$ cat src/rtl/simd_seq_ctrl_if.sv
// Pico parallel bus between the Pico host and the SIMD sequencer.
//
// Signals:
//   cs       chip select, active-high, asynchronous to the FPGA clock
//   wr       write strobe, rising edge starts an address or data cycle
//   rd       read strobe, rising edge fetches the next byte
//   cd       cycle type: 1 = address cycle, 0 = data cycle
//   dir      bus direction: 1 = FPGA drives, 0 = Pico drives
//   bus_din  write data from the Pico
//   bus_dout read data towards the Pico
//   bus_oe   tristate enable for the FPGA pad drivers
//
// Modports: master is the Pico side, slave is the sequencer side.
interface simd_seq_ctrl_if;
    logic       cs;
    logic       wr;
    logic       rd;
    logic       cd;
    logic       dir;
    logic [7:0] bus_din;
    logic [7:0] bus_dout;
    logic       bus_oe;

    modport master (
        output cs, wr, rd, cd, dir, bus_din,
        input  bus_dout, bus_oe
    );

    modport slave (
        input  cs, wr, rd, cd, dir, bus_din,
        output bus_dout, bus_oe
    );
endinterface

$ cat src/rtl/simd_seq_ctrl.sv
// Sequencer and bus arbiter for the SIMD byte-vector engine.
//
// Decodes Pico bus address/data cycles and read strobes into accesses to a
// shared single-port operand RAM, runs an element-wise ALU operation over
// vectors A and B into the result area on an execute pulse, and streams bytes
// back to the Pico through an auto-incrementing read pointer.
//
// Ports:
//   clk        system clock
//   rst        synchronous active-high reset
//   bus        Pico bus (slave modport of simd_seq_ctrl_if)
//   execute    asynchronous start strobe, rising edge starts a vector op
//   mem_addr   RAM address
//   mem_wdata  RAM write data
//   mem_we     RAM write enable
//   mem_rdata  RAM read data, valid one clock after mem_addr
//   busy       vector operation in progress
//   done       one-clock pulse when a vector operation completes
module simd_seq_ctrl #(
    parameter int         VEC_LEN = 32,
    parameter logic [7:0] A_BASE  = 8'h00,
    parameter logic [7:0] B_BASE  = 8'h20,
    parameter logic [7:0] R_BASE  = 8'h80,
    parameter logic [7:0] OP_ADDR = 8'h40
) (
    input  logic                  clk,
    input  logic                  rst,
    simd_seq_ctrl_if.slave        bus,
    input  logic                  execute,
    output logic [7:0]            mem_addr,
    output logic [7:0]            mem_wdata,
    output logic                  mem_we,
    input  logic [7:0]            mem_rdata,
    output logic                  busy,
    output logic                  done
);

    localparam logic [2:0] IDLE    = 3'd0;
    localparam logic [2:0] FETCH_A = 3'd1;
    localparam logic [2:0] FETCH_B = 3'd2;
    localparam logic [2:0] CAPT_B  = 3'd3;
    localparam logic [2:0] WRITE   = 3'd4;
    localparam logic [2:0] FINISH  = 3'd5;

    localparam logic [4:0] LAST_IDX = 5'(VEC_LEN - 1);

    // Bit 2 of each strobe chain is the previous synchronised value, used
    // only for rising-edge detection.
    logic [2:0] wr_sync;
    logic [2:0] rd_sync;
    logic [2:0] ex_sync;
    logic [1:0] cs_sync;

    logic [2:0] state;
    logic [4:0] idx;
    logic [7:0] a_reg;
    logic [7:0] addr_reg;
    logic [7:0] rd_ptr;
    logic [1:0] opcode;
    logic       rd_pending;
    logic [1:0] rd_pipe;

    logic wr_evt;
    logic rd_evt;
    logic ex_evt;

    function automatic logic [7:0] alu_op(input logic [1:0] op,
                                          input logic [7:0] x,
                                          input logic [7:0] y);
        logic [8:0] sum;
        sum = {1'b0, x} + {1'b0, y};
        case (op)
            2'd0:    alu_op = sum[7:0];
            2'd1:    alu_op = x - y;
            2'd2:    alu_op = x & y;
            default: alu_op = sum[8] ? 8'hFF : sum[7:0];
        endcase
    endfunction

    assign bus.bus_oe = bus.cs & bus.dir;

    assign wr_evt = wr_sync[1] & ~wr_sync[2] & cs_sync[1];
    assign rd_evt = rd_sync[1] & ~rd_sync[2] & cs_sync[1];
    assign ex_evt = ex_sync[1] & ~ex_sync[2] & cs_sync[1];

    // cd and bus_din are sampled raw: the Pico holds them stable for the
    // whole strobe, long after the synchronised edge has been acted on.
    always_ff @(posedge clk) begin
        if (rst) begin
            wr_sync <= '0;
            rd_sync <= '0;
            ex_sync <= '0;
            cs_sync <= '0;
        end else begin
            wr_sync <= {wr_sync[1:0], bus.wr};
            rd_sync <= {rd_sync[1:0], bus.rd};
            ex_sync <= {ex_sync[1:0], execute};
            cs_sync <= {cs_sync[0], bus.cs};
        end
    end

    // Single owner of the RAM port. rd_pipe tracks an issued read through
    // the RAM latency: address goes out, data appears a clock later, and it
    // lands in bus_dout the clock after that. Reads already in flight when
    // an operation starts still complete, because the RAM returns their
    // data before the FSM's first fetch does.
    always_ff @(posedge clk) begin
        if (rst) begin
            state        <= IDLE;
            idx          <= '0;
            a_reg        <= '0;
            addr_reg     <= '0;
            rd_ptr       <= '0;
            opcode       <= '0;
            rd_pending   <= 1'b0;
            rd_pipe      <= '0;
            mem_addr     <= '0;
            mem_wdata    <= '0;
            mem_we       <= 1'b0;
            busy         <= 1'b0;
            done         <= 1'b0;
            bus.bus_dout <= '0;
        end else begin
            mem_we     <= 1'b0;
            done       <= 1'b0;
            rd_pipe[0] <= 1'b0;
            rd_pipe[1] <= rd_pipe[0];
            if (rd_pipe[1]) begin
                bus.bus_dout <= mem_rdata;
            end

            case (state)
                IDLE: begin
                    if (ex_evt) begin
                        state      <= FETCH_A;
                        busy       <= 1'b1;
                        idx        <= '0;
                        mem_addr   <= A_BASE;
                        rd_pending <= 1'b0;
                    end else if (wr_evt) begin
                        if (bus.cd) begin
                            // Address cycle doubles as a prefetch so the
                            // first read strobe returns the following byte.
                            addr_reg   <= bus.bus_din;
                            mem_addr   <= bus.bus_din;
                            rd_ptr     <= bus.bus_din + 8'd1;
                            rd_pipe[0] <= 1'b1;
                        end else begin
                            if (addr_reg == OP_ADDR) begin
                                opcode <= bus.bus_din[1:0];
                            end else begin
                                mem_we    <= 1'b1;
                                mem_addr  <= addr_reg;
                                mem_wdata <= bus.bus_din;
                            end
                            addr_reg <= addr_reg + 8'd1;
                        end
                        // A coincident read waits one clock for the port.
                        if (rd_evt) begin
                            rd_pending <= 1'b1;
                        end
                    end else if (rd_evt || rd_pending) begin
                        mem_addr   <= rd_ptr;
                        rd_ptr     <= rd_ptr + 8'd1;
                        rd_pipe[0] <= 1'b1;
                        rd_pending <= 1'b0;
                    end
                end
                FETCH_A: begin
                    mem_addr <= B_BASE + {3'b000, idx};
                    state    <= FETCH_B;
                end
                FETCH_B: begin
                    a_reg <= mem_rdata;
                    state <= CAPT_B;
                end
                CAPT_B: begin
                    // B arrives this clock; combine it directly instead of
                    // spending a clock holding it in a register.
                    mem_wdata <= alu_op(opcode, a_reg, mem_rdata);
                    mem_we    <= 1'b1;
                    mem_addr  <= R_BASE + {3'b000, idx};
                    state     <= WRITE;
                end
                WRITE: begin
                    if (idx == LAST_IDX) begin
                        state <= FINISH;
                    end else begin
                        idx      <= idx + 5'd1;
                        mem_addr <= A_BASE + {3'b000, idx} + 8'd1;
                        state    <= FETCH_A;
                    end
                end
                FINISH: begin
                    done       <= 1'b1;
                    busy       <= 1'b0;
                    mem_addr   <= R_BASE;
                    rd_ptr     <= R_BASE + 8'd1;
                    rd_pipe[0] <= 1'b1;
                    rd_pending <= 1'b0;
                    state      <= IDLE;
                end
                default: begin
                    state <= IDLE;
                    busy  <= 1'b0;
                end
            endcase
        end
    end

endmodule

$ cat src/flat_wrapper.sv
// flat-port wrapper written by rule: the top's interface ports become plain ports
module simd_seq_ctrl_flat 
#(
    parameter int         VEC_LEN = 32,
    parameter logic [7:0] A_BASE  = 8'h00,
    parameter logic [7:0] B_BASE  = 8'h20,
    parameter logic [7:0] R_BASE  = 8'h80,
    parameter logic [7:0] OP_ADDR = 8'h40
)
  (clk, rst, execute, mem_addr, mem_wdata, mem_we, mem_rdata, busy, done, bus_cs, bus_wr, bus_rd, bus_cd, bus_dir, bus_bus_din, bus_bus_dout, bus_bus_oe);
  simd_seq_ctrl_if bus_i ();
  input  logic clk;
  input  logic rst;
  input  logic execute;
  output logic [7:0] mem_addr;
  output logic [7:0] mem_wdata;
  output logic mem_we;
  input  logic [7:0] mem_rdata;
  output logic busy;
  output logic done;
  input wire logic [$bits(bus_i.cs)-1:0] bus_cs;
  input wire logic [$bits(bus_i.wr)-1:0] bus_wr;
  input wire logic [$bits(bus_i.rd)-1:0] bus_rd;
  input wire logic [$bits(bus_i.cd)-1:0] bus_cd;
  input wire logic [$bits(bus_i.dir)-1:0] bus_dir;
  input wire logic [$bits(bus_i.bus_din)-1:0] bus_bus_din;
  output wire logic [$bits(bus_i.bus_dout)-1:0] bus_bus_dout;
  output wire logic [$bits(bus_i.bus_oe)-1:0] bus_bus_oe;
  assign bus_i.cs = bus_cs;
  assign bus_i.wr = bus_wr;
  assign bus_i.rd = bus_rd;
  assign bus_i.cd = bus_cd;
  assign bus_i.dir = bus_dir;
  assign bus_i.bus_din = bus_bus_din;
  assign bus_bus_dout = bus_i.bus_dout;
  assign bus_bus_oe = bus_i.bus_oe;
  simd_seq_ctrl #(.VEC_LEN(VEC_LEN), .A_BASE(A_BASE), .B_BASE(B_BASE), .R_BASE(R_BASE), .OP_ADDR(OP_ADDR)) u_core (.clk(clk), .rst(rst), .bus(bus_i), .execute(execute), .mem_addr(mem_addr), .mem_wdata(mem_wdata), .mem_we(mem_we), .mem_rdata(mem_rdata), .busy(busy), .done(done));
endmodule
$ cat config.mk
export PLATFORM = sky130hd
export DESIGN_NAME = simd_seq_ctrl_flat
export DESIGN_NICKNAME = d
export VERILOG_FILES = /design/src/rtl/simd_seq_ctrl_if.sv /design/src/rtl/simd_seq_ctrl.sv /design/src/flat_wrapper.sv
export SDC_FILE = /design/constraint.sdc
export NUM_CORES = 1
export LEC_CHECK = 0
export CORE_UTILIZATION = 51
export CTS_BUF_LIST = sky130_fd_sc_hd__clkbuf_16
export CTS_CLUSTER_SIZE = 24
export DETAILED_ROUTE_END_ITERATION = 8
export PLACE_DENSITY = 0.73
export SYNTH_ARGS = -nofsm -noshare
export SYNTH_HDL_FRONTEND = slang
export SYNTH_SLANG_ARGS = --single-unit
$ cat constraint.sdc
create_clock -name clk -period 2.32 [get_ports clk]
set_input_delay 0.232 -clock clk [delete_from_list [all_inputs] [get_ports clk]]
set_output_delay 0.232 -clock clk [all_outputs]
set_load 0.005 [all_outputs]
# Word-level counts from Yosys, hierarchy flattened
# Cells that the tools add are included.
# op_classes
reduce_logical,16
mux,44
add_sub_neg,9
bitwise_logic,14
n_eq_ne,20
# op_table
op,n
$mux 8,16
$pmux 8 s5,1
$pmux 8 s2,2
$add 8x1->8 const B,3
$pmux 8 s3,1
$pmux 3 s5,1
$mux 1,14
$mux 5,2
$pmux 5 s2,1
$reduce_and 5->1,2
$add 8x8->9,1
$reduce_and 3->1,3
$add 8x5->8 const A,1
$and 8x8->8,1
$eq 8x7->1 const B,1
$ne 2x2->1 const B,4
$pmux 1 s2,4
$reduce_and 4->1,2
$sub 8x8->8,1
$add 6x5->7 const A,1
$and 1x1->1,7
$add 5x1->6 const B,1
$eq 3x2->1 const B,2
$eq 3x3->1 const B,2
20 further kinds,29
# word_totals
ff_bits,75
input_bits,24
wordCells,121

# Longest topological paths before layout
# Gate-level depths: netlist (run 1).
# depth
ltp_word,8
mapped_depth,12

# Worst setup path before layout (run 1)
# No wires, ideal clock.
# synth_timing
kind,register to register
start,reg u_core.cs_sync[1]
end,reg u_core.rd_ptr[4]
stages_incl_launch_ff,12
n_path_buf,3
arrival_time_ns,2.157
period_less_slack_ns,2.228
path_slack_ns,0.092
required_ns,2.250
cell_sequence,dfxtp_1 and3b_1 buf_6 buf_2 buf_2 nand2_1 nand2_1 ha_1 inv_1 o31a_1 or3_1 a21oi_1
# synth_via
elab_chain_len,4
elab_cells_between_ends,11
# synth_lines
item,line_no,text
from (decl),simd_seq_ctrl.sv:52,logic [1:0] cs_sync;
from (signal assigned),simd_seq_ctrl.sv:98,"cs_sync <= {cs_sync[0], bus.cs};"
$and 1x1->1 (on tied branches),"simd_seq_ctrl.sv:82, simd_seq_ctrl.sv:83",
$mux 8 / $logic_or 1x1->1 (equally long branches),"simd_seq_ctrl.sv:140, simd_seq_ctrl.sv:162",
$mux 8 / $ne 3x1->1 (equally long branches),n/a,
$pmux 8 s2 / $reduce_and 4->1 (equally long branches),n/a,
to (signal assigned),simd_seq_ctrl.sv:146,rd_ptr <= bus.bus_din + 8'd1;
to (signal assigned),simd_seq_ctrl.sv:164,rd_ptr <= rd_ptr + 8'd1;
to (signal assigned),simd_seq_ctrl.sv:198,rd_ptr <= R_BASE + 8'd1;
to (decl),simd_seq_ctrl.sv:58,logic [7:0] rd_ptr;
# Several ways; a longest one is shown, not always the timed one. The select of a mux whose other input is x is not followed.
# A chain may end at the register's enable or synchronous reset.

# Final worst setup path (run 1)
# layout_timing
start,reg u_core.idx[0]
end,reg u_core.mem_addr[7]
# layout_via
elab_chain_len,3
elab_cells_between_ends,5
# layout_lines
item,line_no,text
from (decl),simd_seq_ctrl.sv:55,logic [4:0] idx;
from (signal assigned),simd_seq_ctrl.sv:189,idx <= idx + 5'd1;
branches (longest 3 deep; another with $add 8x5->8),n/a,
to (signal assigned),simd_seq_ctrl.sv:170,"mem_addr <= B_BASE + {3'b000, idx};"
to (signal assigned),simd_seq_ctrl.sv:182,"mem_addr <= R_BASE + {3'b000, idx};"
to (signal assigned),simd_seq_ctrl.sv:190,"mem_addr <= A_BASE + {3'b000, idx} + 8'd1;"
to (decl),simd_seq_ctrl.sv:30,"output logic [7:0] mem_addr,"
# Parallel ways; which one is timed is not known.

==> results of run 1 <==
what timing repair did:
item	in CTS	in global routing
pin swaps	0	3
resized for setup	2	8
hold endpoints to repair	0	0
setup buffers	0	1
hold buffers	0	0
cloned	0	1
endpoints found under the setup margin	1	11
synthesized netlist by cell type, types with 5 or more instances:
cell type / n
dfxtp_1: 75
nor2_1: 70
nand2_1: 57
a21oi_1: 44
o21ai_0: 26
mux2i_1: 24
nor2b_1: 23
ha_1: 20
clkbuf_1: 18
inv_1: 18
nand3_1: 17
nor3_1: 15
nand2b_1: 13
buf_2: 11
a311oi_1: 10
a211oi_1: 9
xnor2_1: 9
a22oi_1: 6
a31oi_1: 5
and2_1: 5
buf_1: 5
o31ai_1: 5
or3_1: 5
final timing paths:
check               startpoint            endpoint  cells past startpoint
max              u_core.idx[0]  u_core.mem_addr[7]                     10
min               mem_rdata[0]     u_core.a_reg[0]                      3
max reg2reg      u_core.idx[0]  u_core.mem_addr[7]                     10
min reg2reg  u_core.wr_sync[0]   u_core.wr_sync[1]                      1
kinds of logic (layout without fill, tap and decap cells):
family | count (synthesis) | count (layout) | share of synthesized area, %
xor gates and xnor gates | 12 | 12 | 2.33
adders and majority gates | 22 | 22 | 6.43
buffers and inverters | 54 | 149 | 5.04
muxes | 25 | 25 | 5.62
and+or+nand+nor | 235 | 235 | 25.8
DFF | 75 | 75 | 33.3
AOI/OAI and AO/OA | 144 | 144 | 21.5
metal layers:
layer / part of all wire, % / wire, um / track usage [%]
met1: 48 / 6320 / 44.3
met2: 41 / 5440 / 42.7
met3: 8.6 / 1130 / 6.32
met4: 2.1 / 278 / 11.2
met5: 0 / 0 / 0
final cells by class:
cell class | count | area (um2) | share of cell area, %
Clock inverter | 7 | 82.6 | 1.42
Inverter | 18 | 67.6 | 1.16
Multi-Input combinational cell | 438 | 2820 | 48.2
Tap cell | 105 | 131 | 2.25
Clock buffer | 9 | 225 | 3.86
Timing Repair Buffer | 115 | 1010 | 17.3
Sequential cell | 75 | 1500 | 25.8
critical path, stage by stage (launching register included):
cell and delay, ns:
dfxtp_1 0.36, ha_1 0.24, and3_1 0.20, ha_1 0.21
nor2b_1 0.14, o21ai_0 0.13, o21ai_0 0.14, a211oi_2 0.25
buf_4 0.18, buf_2 0.17, a211oi_1 0.09
through the flow:
step	hold slack [ns]	cells	utilization [%]	power (uW)	area (um2)
after global placement	0.417	749	65.4	2650	5480
final	0.361	767	69.6	4180	5840
after detailed placement	0.429	749	65.4	2680	5480
after CTS	0.367	765	69.1	4130	5790
after floorplan	0.360	567	-	2140	4520
after global routing	0.390	767	69.6	4370	5840
power by group:
group	internal (uW)	switching (uW)	total, uW
Clock	852	610	1460
Combinational	601	615	1220
Sequential	1410	94.7	1510
==> impl_metrics.tcl, run 1 <==
set metrics [dict create \
    status "completed" \
    syn_area_um2 4520 \
    grt_max_degree 42 \
    root_buffer "clkbuf_16" \
    path_clk_slew_ns 0.06 \
    final.setup_skew_ns 0.00847 \
    clk_path_buf_depth 2 \
    hold_viol 0 \
    initial_core_util_pct 53.9 \
    async_flop_share_pct 0 \
    dr.pass1.iters 6 \
    clk_latency_ns 0.34 \
    worst-endpoint-arrival_ns 2.43 \
    mostFrequentLayoutCells "dfxtp_1, nor2_1, buf_4, nand2_1, clkdlybuf4s50_1" \
    fillers 702 \
    reg2reg_setup_slack_ns 0.08 \
    finalWirelength_um 13200 \
    die_h_um 96.1 \
    synth_seq_cells 75 \
    port_buffers 51 \
    setup_slack_ns 0.0750 \
    min_period_ns 2.24 \
    vias 4530 \
    tritoncts "built" \
    gr-usage-all-layers_pct 30.1 \
    num_io_pins 52 \
    peakVddDrop_mv 0.503 \
    final.setup.tns_ns 0 \
    initialDrtViolationCount 352 \
    startpoint_type "flip-flop" \
    grt.overflow.total 0 \
    die_x_um 96.1 \
    antenna_found_initial 0 \
    drive_gt1_share_pct 15.7 \
    holdCritPathClass "in2reg" \
    p_per_area_nw_per_um2 717 \
    path_class "reg2reg" \
    layout_commonest_cell "dfxtp_1" \
    syn_inst 567 \
    yosys.area.top_type "dfxtp_1" \
    clkSinkCount 75 \
    core_um2 8380 \
    crit_fanout 7 \
    synth_enable_flop_cells 0 \
    vias_per_cell 5.91 \
    tightest_slew_ns 0.755 \
    post-route-period-util_pct 96.8 \
    final_nets 703 \
    critPathRequiredTime_ns 2.50 \
    avgRoutedWirePerCell_um 17.2 \
    yosys.cell_types.count 70 \
    maxSlewHeadroom_pct 49.7 \
    rsz0062_at_grt "yes" \
    ant_nets 0 \
    cts_buffers 9 \
    crit_path_end_kind "flip-flop" \
    synth-main-ff-cell "dfxtp_1" \
    slew_viol_final 0 \
    fp-row-count 33 \
    grt_pass1_wl_um 20900 \
    cts_max_level 3 \
    areaGrowthSynthToFinish_pct 29.2 \
    ys_seq_area_share_pct 33.3 \
    synth_warnings 0 \
    synth.area.top_cells "dfxtp_1, nor2_1, ha_1, mux2i_1, a21oi_1" \
    first_global_vias 4148 \
    syn_nets 613 \
    place.gp.congestion 0.887 \
    cellLeakagePower_uw 0.00222 \
    syn_area_per_cell_um2 7.96 \
    n_antenna_cell 0 \
    dpl.hpwl_um 9940 \
    fmax_mhz 445 \
    dieArea_um2 9230 \
    post-place-ws_ns -0.397 \
    drv_cap 0 \
    synth_top_area_share_pct 33.3 \
    drcViolationCount 0 \
    finalSetupViolCount 0 \
]
No activity file was read; power rests on OpenSTA's default activity.
==> run 2, diff against run 1 <==
CORE_MARGIN = 8   (was default)
==> impl_metrics.tcl, run 2 (synthesized netlist as in run 1, its figures left out) <==
set metrics [dict create \
    areaGrowthSynthToFinish_pct 29.3 \
    fp-row-count 34 \
    drv_cap 0 \
    ant_nets 0 \
    clk_path_buf_depth 2 \
    tightest_slew_ns 0.631 \
    grt_max_degree 49 \
    gr-usage-all-layers_pct 22.6 \
    layout_commonest_cell "dfxtp_1" \
    initial_core_util_pct 52.3 \
    fmax_mhz 448 \
    grt_pass1_wl_um 21500 \
    finalPower_uw 4020 \
    vias_per_cell 5.84 \
    mostFrequentLayoutCells "dfxtp_1, nor2_1, buf_4, nand2_1, clkdlybuf4s50_1" \
    antenna_found_initial 0 \
    maxSlewHeadroom_pct 57.9 \
    cts_max_level 3 \
    worst-endpoint-arrival_ns 2.48 \
    r2r-start "u_core.a_reg[0]" \
    n_antenna_cell 0 \
    cellLeakagePower_uw 0.00223 \
    path_class "reg2reg" \
    dr.pass1.iters 5 \
    holdCritStartpoint "rst" \
    place_inst 753 \
    port_buffers 51 \
    r2r-end "u_core.mem_wdata[6]" \
    tritoncts "built" \
    startpoint_type "flip-flop" \
    rsz0062_at_grt "yes" \
    drcViolationCount 0 \
    core_um2 8640 \
    critPathRequiredTime_ns 2.56 \
    slew_viol_final 0 \
    finalSetupViolCount 0 \
    peakVddDrop_mv 0.479 \
    cts_buffers 9 \
    cts_hold_repair.buffers 0 \
    hold_path_end "u_core.idx[1]" \
    vias 4505 \
    initialDrtViolationCount 300 \
    hold_depth 2 \
    place.gp.congestion 0.915 \
    hold_viol 0 \
    min_period_ns 2.23 \
    first_global_vias 4119 \
    holdCritPathClass "in2reg" \
    crit_path_end_kind "flip-flop" \
    post-route-period-util_pct 96.3 \
    grt.overflow.total 0 \
    p_per_area_nw_per_um2 689 \
    die_x_um 110 \
    finalWirelength_um 13600 \
    worstRegToRegCells 8 \
    drive_gt1_share_pct 16.7 \
    clk_latency_ns 0.34 \
    root_buffer "clkbuf_16" \
    die_h_um 110 \
    dieArea_um2 12100 \
    num_io_pins 52 \
    final.setup_skew_ns 0.00915 \
    clkSinkCount 75 \
    status "completed" \
    dpl.hpwl_um 10500 \
    path_clk_slew_ns 0.07 \
    avgRoutedWirePerCell_um 17.6 \
    reg2reg_setup_slack_ns 0.09 \
    final_cells 772 \
    final_nets 705 \
    crit_fanout 3 \
]
-- run 2: cell count changes in the layout (fill, tap and decap cells not counted), sizes merged --
cell and delta:
clkinv +2, inv -2, buf +1, bufinv -1
clkbuf +1, clkdlybuf4s50 -1, clkinvlp +1, dlymetal6s2s +1
-- run 2: metrics by stage --
step / util, % / worst slack [ns] / area (um2) / setup TNS (ns) / hold WS (ns)
global placement: 63.5 / -0.279 / 5480 / -1.45 / 0.419
global route: 67.6 / -0.00987 / 5840 / -0.0191 / 0.412
floorplan: - / 0.0925 / 4520 / 0 / 0.360
finish: 67.6 / 0.0865 / 5840 / 0 / 0.395
detailed placement: 63.5 / -0.378 / 5480 / -2.06 / 0.428
CTS: 66.6 / 0.00988 / 5750 / 0 / 0.379
-- run 2: layer usage --
metal / GRT usage, % / vias up / share of wire (%)
li1: - / 2201 / -
met1: 32.3 / 2122 / 47
met5: 0 / - / 0
met4: 5.42 / 0 / 1.5
met2: 34.3 / 161 / 44
met3: 4.13 / 21 / 7.1
-- run 2: how the worst max path moves through the flow --
stage / from / to / slack [ns] / depth (start not counted)
finish: u_core.a_reg[0] / u_core.mem_wdata[6] / 0.09 / 8
global route: u_core.a_reg[1] / u_core.mem_wdata[6] / -0.01 / 8
CTS: u_core.a_reg[0] / u_core.mem_wdata[6] / 0.01 / 9
detailed placement: mem_rdata[0] / u_core.mem_wdata[6] / -0.38 / 9
global placement: mem_rdata[0] / u_core.mem_wdata[6] / -0.28 / 9
floorplan: u_core.cs_sync[1] / u_core.rd_ptr[4] / 0.09 / 11
-- run 2: power by group --
| group | total (uW) | leakage [uW] | switching, uW | internal (uW) |
|---|---|---|---|---|
| combinational | 1260 | 0.00149 | 641 | 615 |
| sequential | 1490 | 0.000608 | 74.1 | 1410 |
| clock | 1280 | 0.000129 | 563 | 719 |
| total | 4020 | 0.00223 | 1280 | 2750 |
-- run 2: critical path, cell delays in order (launching register included) --
cell,delay [ns]
dfxtp_2,0.34
ha_2,0.18
fa_2,0.33
nor2b_2,0.18
o211ai_2,0.20
a211oi_2,0.10
a31o_2,0.22
a221o_1,0.33
a311oi_2,0.27
-- run 2: final cells by class --
cell class	count	area (um2)
clock buffers	9	225
clock inverters	7	45.0
fillers	728	2800
inverters	18	67.6
multi-input cells	438	2840
flip-flops and latches	75	1500
well taps	108	135
repair buffers	117	1020
-- run 2: what timing repair did --
item,CTS,global route
buffers inserted,0,2
endpoints found under the setup margin,1,10
gates cloned,0,1
pin swaps,0,5
gates resized for setup,1,20
